[config.mk]
export PLATFORM = sky130hd
export DESIGN_NAME = down_timer_flat
export DESIGN_NICKNAME = d
export VERILOG_FILES = /design/src/rtl/down_timer_if.sv /design/src/rtl/down_timer.sv /design/src/flat_wrapper.sv
export SDC_FILE = /design/constraint.sdc
export NUM_CORES = 1
export LEC_CHECK = 0
export BUFFER_PORTS_ARGS = -buffer_cell sky130_fd_sc_hd__buf_2
export CAP_MARGIN = 20
export CORE_ASPECT_RATIO = 0.7
export CORE_MARGIN = 1
export CORE_UTILIZATION = 40
export CTS_CLUSTER_SIZE = 30
export DETAILED_ROUTE_END_ITERATION = 10
export GPL_TIMING_DRIVEN = 0
export PLACE_DENSITY = 0.67
export SYNTH_ARGS = -nofsm -noshare
export SYNTH_HDL_FRONTEND = slang
export SYNTH_SLANG_ARGS = --single-unit
export TNS_END_PERCENT = 30
[constraint.sdc]
create_clock -name clk -period 2.69 [get_ports clk]
set_input_delay 0.4035 -clock clk [delete_from_list [all_inputs] [get_ports clk]]
set_output_delay 0.4035 -clock clk [all_outputs]
set_load 0.005 [all_outputs]
[src/rtl/down_timer_if.sv]
// Control/status bundle for down_timer.
// The master side drives the load value and the control requests.
// The slave side (the timer) drives count and the status flags.
interface down_timer_if #(
  parameter int unsigned WIDTH = 4
) ();

  // Control requests and the start value, sampled by the timer on posedge clk.
  logic [WIDTH-1:0] load_val;
  logic             start;
  logic             stop;
  logic             pause;
  logic             auto_reload;

  // Registered status produced by the timer.
  logic [WIDTH-1:0] count;
  logic             busy;
  logic             tc;
  logic             done;

  modport master (
    output load_val,
    output start,
    output stop,
    output pause,
    output auto_reload,
    input  count,
    input  busy,
    input  tc,
    input  done
  );

  modport slave (
    input  load_val,
    input  start,
    input  stop,
    input  pause,
    input  auto_reload,
    output count,
    output busy,
    output tc,
    output done
  );

endinterface

[src/rtl/down_timer.sv]
// Loadable synchronous down-counting timer with pause, abort, restart and
// auto-reload. tc pulses for one cycle on each zero event; done is sticky
// while the timer sits in DONE.
module down_timer #(
  parameter int unsigned WIDTH = 4
) (
  input  logic         clk,
  input  logic         rst,
  down_timer_if.slave  tmr
);

  localparam logic [1:0] ST_IDLE = 2'd0;
  localparam logic [1:0] ST_RUN  = 2'd1;
  localparam logic [1:0] ST_DONE = 2'd2;

  localparam logic [WIDTH-1:0] CNT_ONE = WIDTH'(1);

  logic [1:0]       state_q,  state_d;
  logic [WIDTH-1:0] count_q,  count_d;
  logic [WIDTH-1:0] reload_q, reload_d;
  logic             tc_q,     tc_d;
  logic             done_q,   done_d;
  logic             busy_q,   busy_d;
  // Set when a zero event left the timer in RUN for an auto-reload; the next
  // unpaused edge reloads instead of raising another tc. Kept separate from
  // tc_q so a pause on the zero cycle does not turn the reload into a new
  // zero event.
  logic             pend_q,   pend_d;

  logic             zero_evt;

  // A zero event: count steps 1->0, or count already sits at 0 in RUN
  // (load of 0), or a reload of 0 with auto_reload still set.
  always_comb begin
    zero_evt = 1'b0;
    if (count_q == CNT_ONE) begin
      zero_evt = 1'b1;
    end else if (count_q == '0) begin
      zero_evt = !pend_q || (tmr.auto_reload && (reload_q == '0));
    end
  end

  // Next-state logic, priority stop > start > pause > decrement.
  always_comb begin
    state_d  = state_q;
    count_d  = count_q;
    reload_d = reload_q;
    tc_d     = 1'b0;
    done_d   = done_q;
    pend_d   = pend_q;

    if (tmr.stop) begin
      state_d = ST_IDLE;
      count_d = '0;
      done_d  = 1'b0;
      pend_d  = 1'b0;
    end else if (tmr.start) begin
      state_d  = ST_RUN;
      count_d  = tmr.load_val;
      reload_d = tmr.load_val;
      done_d   = 1'b0;
      pend_d   = 1'b0;
    end else begin
      case (state_q)
        ST_RUN: begin
          if (!tmr.pause) begin
            if (zero_evt) begin
              count_d = '0;
              tc_d    = 1'b1;
              if (tmr.auto_reload) begin
                pend_d = 1'b1;
              end else begin
                state_d = ST_DONE;
                done_d  = 1'b1;
                pend_d  = 1'b0;
              end
            end else if (count_q == '0) begin
              // Reload edge following an auto-reload zero event.
              if (tmr.auto_reload) begin
                count_d = reload_q;
                pend_d  = 1'b0;
              end else begin
                state_d = ST_DONE;
                done_d  = 1'b1;
                pend_d  = 1'b0;
              end
            end else begin
              count_d = count_q - CNT_ONE;
            end
          end
        end
        ST_DONE: begin
          count_d = '0;
          done_d  = 1'b1;
          pend_d  = 1'b0;
        end
        ST_IDLE: begin
          count_d = '0;
          done_d  = 1'b0;
          pend_d  = 1'b0;
        end
        default: begin
          state_d = ST_IDLE;
          count_d = '0;
          done_d  = 1'b0;
          pend_d  = 1'b0;
        end
      endcase
    end

    busy_d = (state_d == ST_RUN);
  end

  // State and output registers with synchronous reset.
  always_ff @(posedge clk) begin
    if (rst) begin
      state_q  <= ST_IDLE;
      count_q  <= '0;
      reload_q <= '0;
      tc_q     <= 1'b0;
      done_q   <= 1'b0;
      busy_q   <= 1'b0;
      pend_q   <= 1'b0;
    end else begin
      state_q  <= state_d;
      count_q  <= count_d;
      reload_q <= reload_d;
      tc_q     <= tc_d;
      done_q   <= done_d;
      busy_q   <= busy_d;
      pend_q   <= pend_d;
    end
  end

  assign tmr.count = count_q;
  assign tmr.busy  = busy_q;
  assign tmr.tc    = tc_q;
  assign tmr.done  = done_q;

endmodule

[src/flat_wrapper.sv]
// flat-port wrapper written by rule: the top's interface ports become plain ports
module down_timer_flat 
#(
  parameter int unsigned WIDTH = 4
)
  (clk, rst, tmr_load_val, tmr_start, tmr_stop, tmr_pause, tmr_auto_reload, tmr_count, tmr_busy, tmr_tc, tmr_done);
  down_timer_if #(.WIDTH(WIDTH)) tmr_i ();
  input  logic clk;
  input  logic rst;
  input wire logic [$bits(tmr_i.load_val)-1:0] tmr_load_val;
  input wire logic [$bits(tmr_i.start)-1:0] tmr_start;
  input wire logic [$bits(tmr_i.stop)-1:0] tmr_stop;
  input wire logic [$bits(tmr_i.pause)-1:0] tmr_pause;
  input wire logic [$bits(tmr_i.auto_reload)-1:0] tmr_auto_reload;
  output wire logic [$bits(tmr_i.count)-1:0] tmr_count;
  output wire logic [$bits(tmr_i.busy)-1:0] tmr_busy;
  output wire logic [$bits(tmr_i.tc)-1:0] tmr_tc;
  output wire logic [$bits(tmr_i.done)-1:0] tmr_done;
  assign tmr_i.load_val = tmr_load_val;
  assign tmr_i.start = tmr_start;
  assign tmr_i.stop = tmr_stop;
  assign tmr_i.pause = tmr_pause;
  assign tmr_i.auto_reload = tmr_auto_reload;
  assign tmr_count = tmr_i.count;
  assign tmr_busy = tmr_i.busy;
  assign tmr_tc = tmr_i.tc;
  assign tmr_done = tmr_i.done;
  down_timer #(.WIDTH(WIDTH)) u_core (.clk(clk), .rst(rst), .tmr(tmr_i));
endmodule
==> results.py <==
metrics = {
    "pwr": {
        "power.density_nw_per_um2": 474,
        "finalPower_mw": 0.440,
        "peakVddDrop_v": 0.000387,
        "p_leak_nw": 0.384,
    },
    "synthesis": {
        "syn_area_um2": 788,
        "synth_edf_count": 0,
        "synth_most_common_cell": "nor2_1",
        "ys_seq_elements": 14,
        "yosysTopAreaCellShare_pct": 35.6,
        "syn_nets": 109,
        "synth_area_leader_cell": "dfxtp_1",
        "async_reset_ff_share_pct": 0,
        "ys_types": 29,
        "synth_ff_type": "dfxtp_1",
        "ys_seq_area_share_pct": 35.6,
        "synthTopCellsByArea": "dfxtp_1, ha_1, mux2i_1",
        "ys_top_cells_by_count": "nor2_1, dfxtp_1, nand2_1, o21ai_0",
        "ys_warn_count": 0,
        "synth_area_per_cell_um2": 8.48,
        "netlist_instances": 93,
    },
    "timing": {
        "clock.fmax_mhz": 520,
        "tightest_slew_ns": 0.433,
        "fin_setup_tns_ns": 0,
        "hold_violations": 0,
        "finalClockSkew_ns": 0.00388,
        "post-route-period-util_pct": 71.5,
        "setup_ws_ns": 0.766,
        "post-route-min-period_ns": 1.92,
        "whs_ns": 0.325,
        "setup_violations": 0,
        "rsz0062_at_grt": "no",
        "drv_slew": 0,
        "maxSlewHeadroom_pct": 70.9,
    },
    "floorplanning": {
        "fp.dieArea_um2": 2160,
        "pin_count": 17,
        "num_rows": 13,
        "start_util_pct": 42.5,
        "core-area_um2": 1850,
        "die_h_um": 39.1,
        "die_w_um": 55.1,
    },
    "clock_tree": {
        "clk_path_buf_depth": 2,
        "h-tree-depth": 1,
        "clk_latency_ns": 0.29,
        "cts_root_buf": "clkbuf_4",
        "cts_sinks": 14,
        "ctsHoldBuffers": 0,
        "cts_made_buffers": 3,
        "cts.repair.resized": 0,
        "cts_tree": "done",
        "cts_setup_buffers": 0,
        "path_clk_slew_ns": 0.09,
    },
    "setup_path": {
        "r2r_setup_slack_ns": 0.77,
        "startpoint_type": "register",
        "startpoint": "u_core.tmr.count[0]$_SDFFE_PP0P_",
        "r2r_start": "u_core.tmr.count[0]$_SDFFE_PP0P_",
        "arrival_ns": 2.08,
        "path_max_fanout": 8,
        "setup.worst_path.end_class": "register",
        "crit_type": "register to register",
        "critPathRequiredTime_ns": 2.85,
    },
    "detailed_routing": {
        "postRouteAntennaNets": 0,
        "wl_um": 1660,
        "drtIter0Drc": 10,
        "drtPass1Iterations": 4,
        "post_drt_wl_per_cell_um": 12.4,
        "drc": 0,
        "vias": 710,
        "drt-vias-per-instance": 5.30,
    },
    "grt": {
        "grt_pass1_wl_um": 2730,
        "overflow": 0,
        "antenna_found_initial": 0,
        "grt_util_all_layers_pct": 19.2,
        "grt_start_max_net_pins": 11,
        "grt_pass1_vias": 618,
    },
    "placed_design": {
        "preCtsSetupSlack_ns": 0.793,
        "place_congestion": 0.820,
        "dp_hpwl_um": 1260,
        "io_buffers": 15,
        "dp.cells": 130,
    },
    "layout": {
        "final_nets": 129,
        "drive_gt1_share_pct": 21.4,
        "fin_cells": 134,
        "fillers": 196,
        "diodes": 0,
        "syn2layout_area_growth_pct": 17.6,
        "multi_input_area_um2": 482,
        "regArea_um2": 280,
    },
    "worst_hold_path": {
        "hold_start": "tmr_stop",
        "holdCritPathClass": "primary input to register",
    },
    "run": {
        "cap_violations": 0,
    },
    "outcome": {
        "status": "complete, no violations",
    },
}
## state kept, by name (all words and copies together), names as in the netlist
name and count:
u_core.tmr.count 4, u_core.pend_q 1, u_core.state_q 2, u_core.tmr.busy 1
u_core.tmr.done 1, u_core.tmr.tc 1, u_core.reload_q 4
## worst max-delay path: stages, from the launching register on
cell and delay, ns:
dfxtp_1 0.37, inv_1 0.07, ha_1 0.28, or3b_4 0.46, nor4b_4 0.23, o21ai_2 0.15
o21ai_0 0.18, a31oi_1 0.06
## report_power, final
| part | switching [mW] | internal, mW |
|---|---|---|
| combinational | 0.0359 | 0.0272 |
| clock | 0.0736 | 0.0825 |
| sequential | 0.00682 | 0.214 |
## metal layers
metal | track usage [%] | share of wire (%) | up-vias
li1 | - | - | 372
met1 | 25.7 | 47 | 310
met2 | 27.4 | 43 | 26
met3 | 8.24 | 8.6 | 2
met4 | 5.63 | 0.78 | 0
met5 | 0 | 0 | -
## layout by cell type (no fill, tap or decap), types with 2 or more instances in the layout
| cell type | count |
|---|---|
| ha_1 | 6 |
| nor2_1 | 16 |
| a31oi_1 | 3 |
| a32oi_1 | 2 |
| nor2b_1 | 2 |
| buf_2 | 15 |
| inv_1 | 5 |
| nor4_1 | 2 |
| dfxtp_1 | 14 |
| o21ai_0 | 8 |
| clkbuf_4 | 3 |
| a21oi_1 | 3 |
| mux2i_1 | 6 |
| clkbuf_1 | 2 |
| nand2_1 | 8 |
## path summary, 6_finish.rpt
path | endpoint | cells after the start
setup / recovery | u_core.tmr.count[0]$_SDFFE_PP0P_ | 7
hold / removal | u_core.tmr.done$_SDFFE_PP0P_ | 2
setup reg to reg | u_core.tmr.count[0]$_SDFFE_PP0P_ | 7
hold reg to reg | u_core.pend_q$_SDFFE_PP0P_ | 2
## cell families after synthesis
group | Yosys count | synth area share [%]
simple gates | 39 | 27.6
buf+inv | 7 | 3.33
fa+ha+maj | 6 | 9.52
compound gates | 21 | 16.4
mux | 6 | 7.62
flops | 14 | 35.6
## through the flow
step                util, %  instance area [um^2]
finish                 50.0                   927
global route           50.0                   927
CTS                    50.0                   927
detailed placement     48.0                   891
global placement       48.0                   891
floorplan                 -                   788
## layout make-up
type | instances | area share (%)
inverter | 5 | 2.02
tap | 22 | 2.97
buffer | 2 | 0.810
timing repair buffer | 15 | 8.10
sequential | 14 | 30.2
clock buffer | 4 | 3.91
multi-input combinational | 72 | 52.0
No activity file was read; power rests on OpenSTA's default activity.
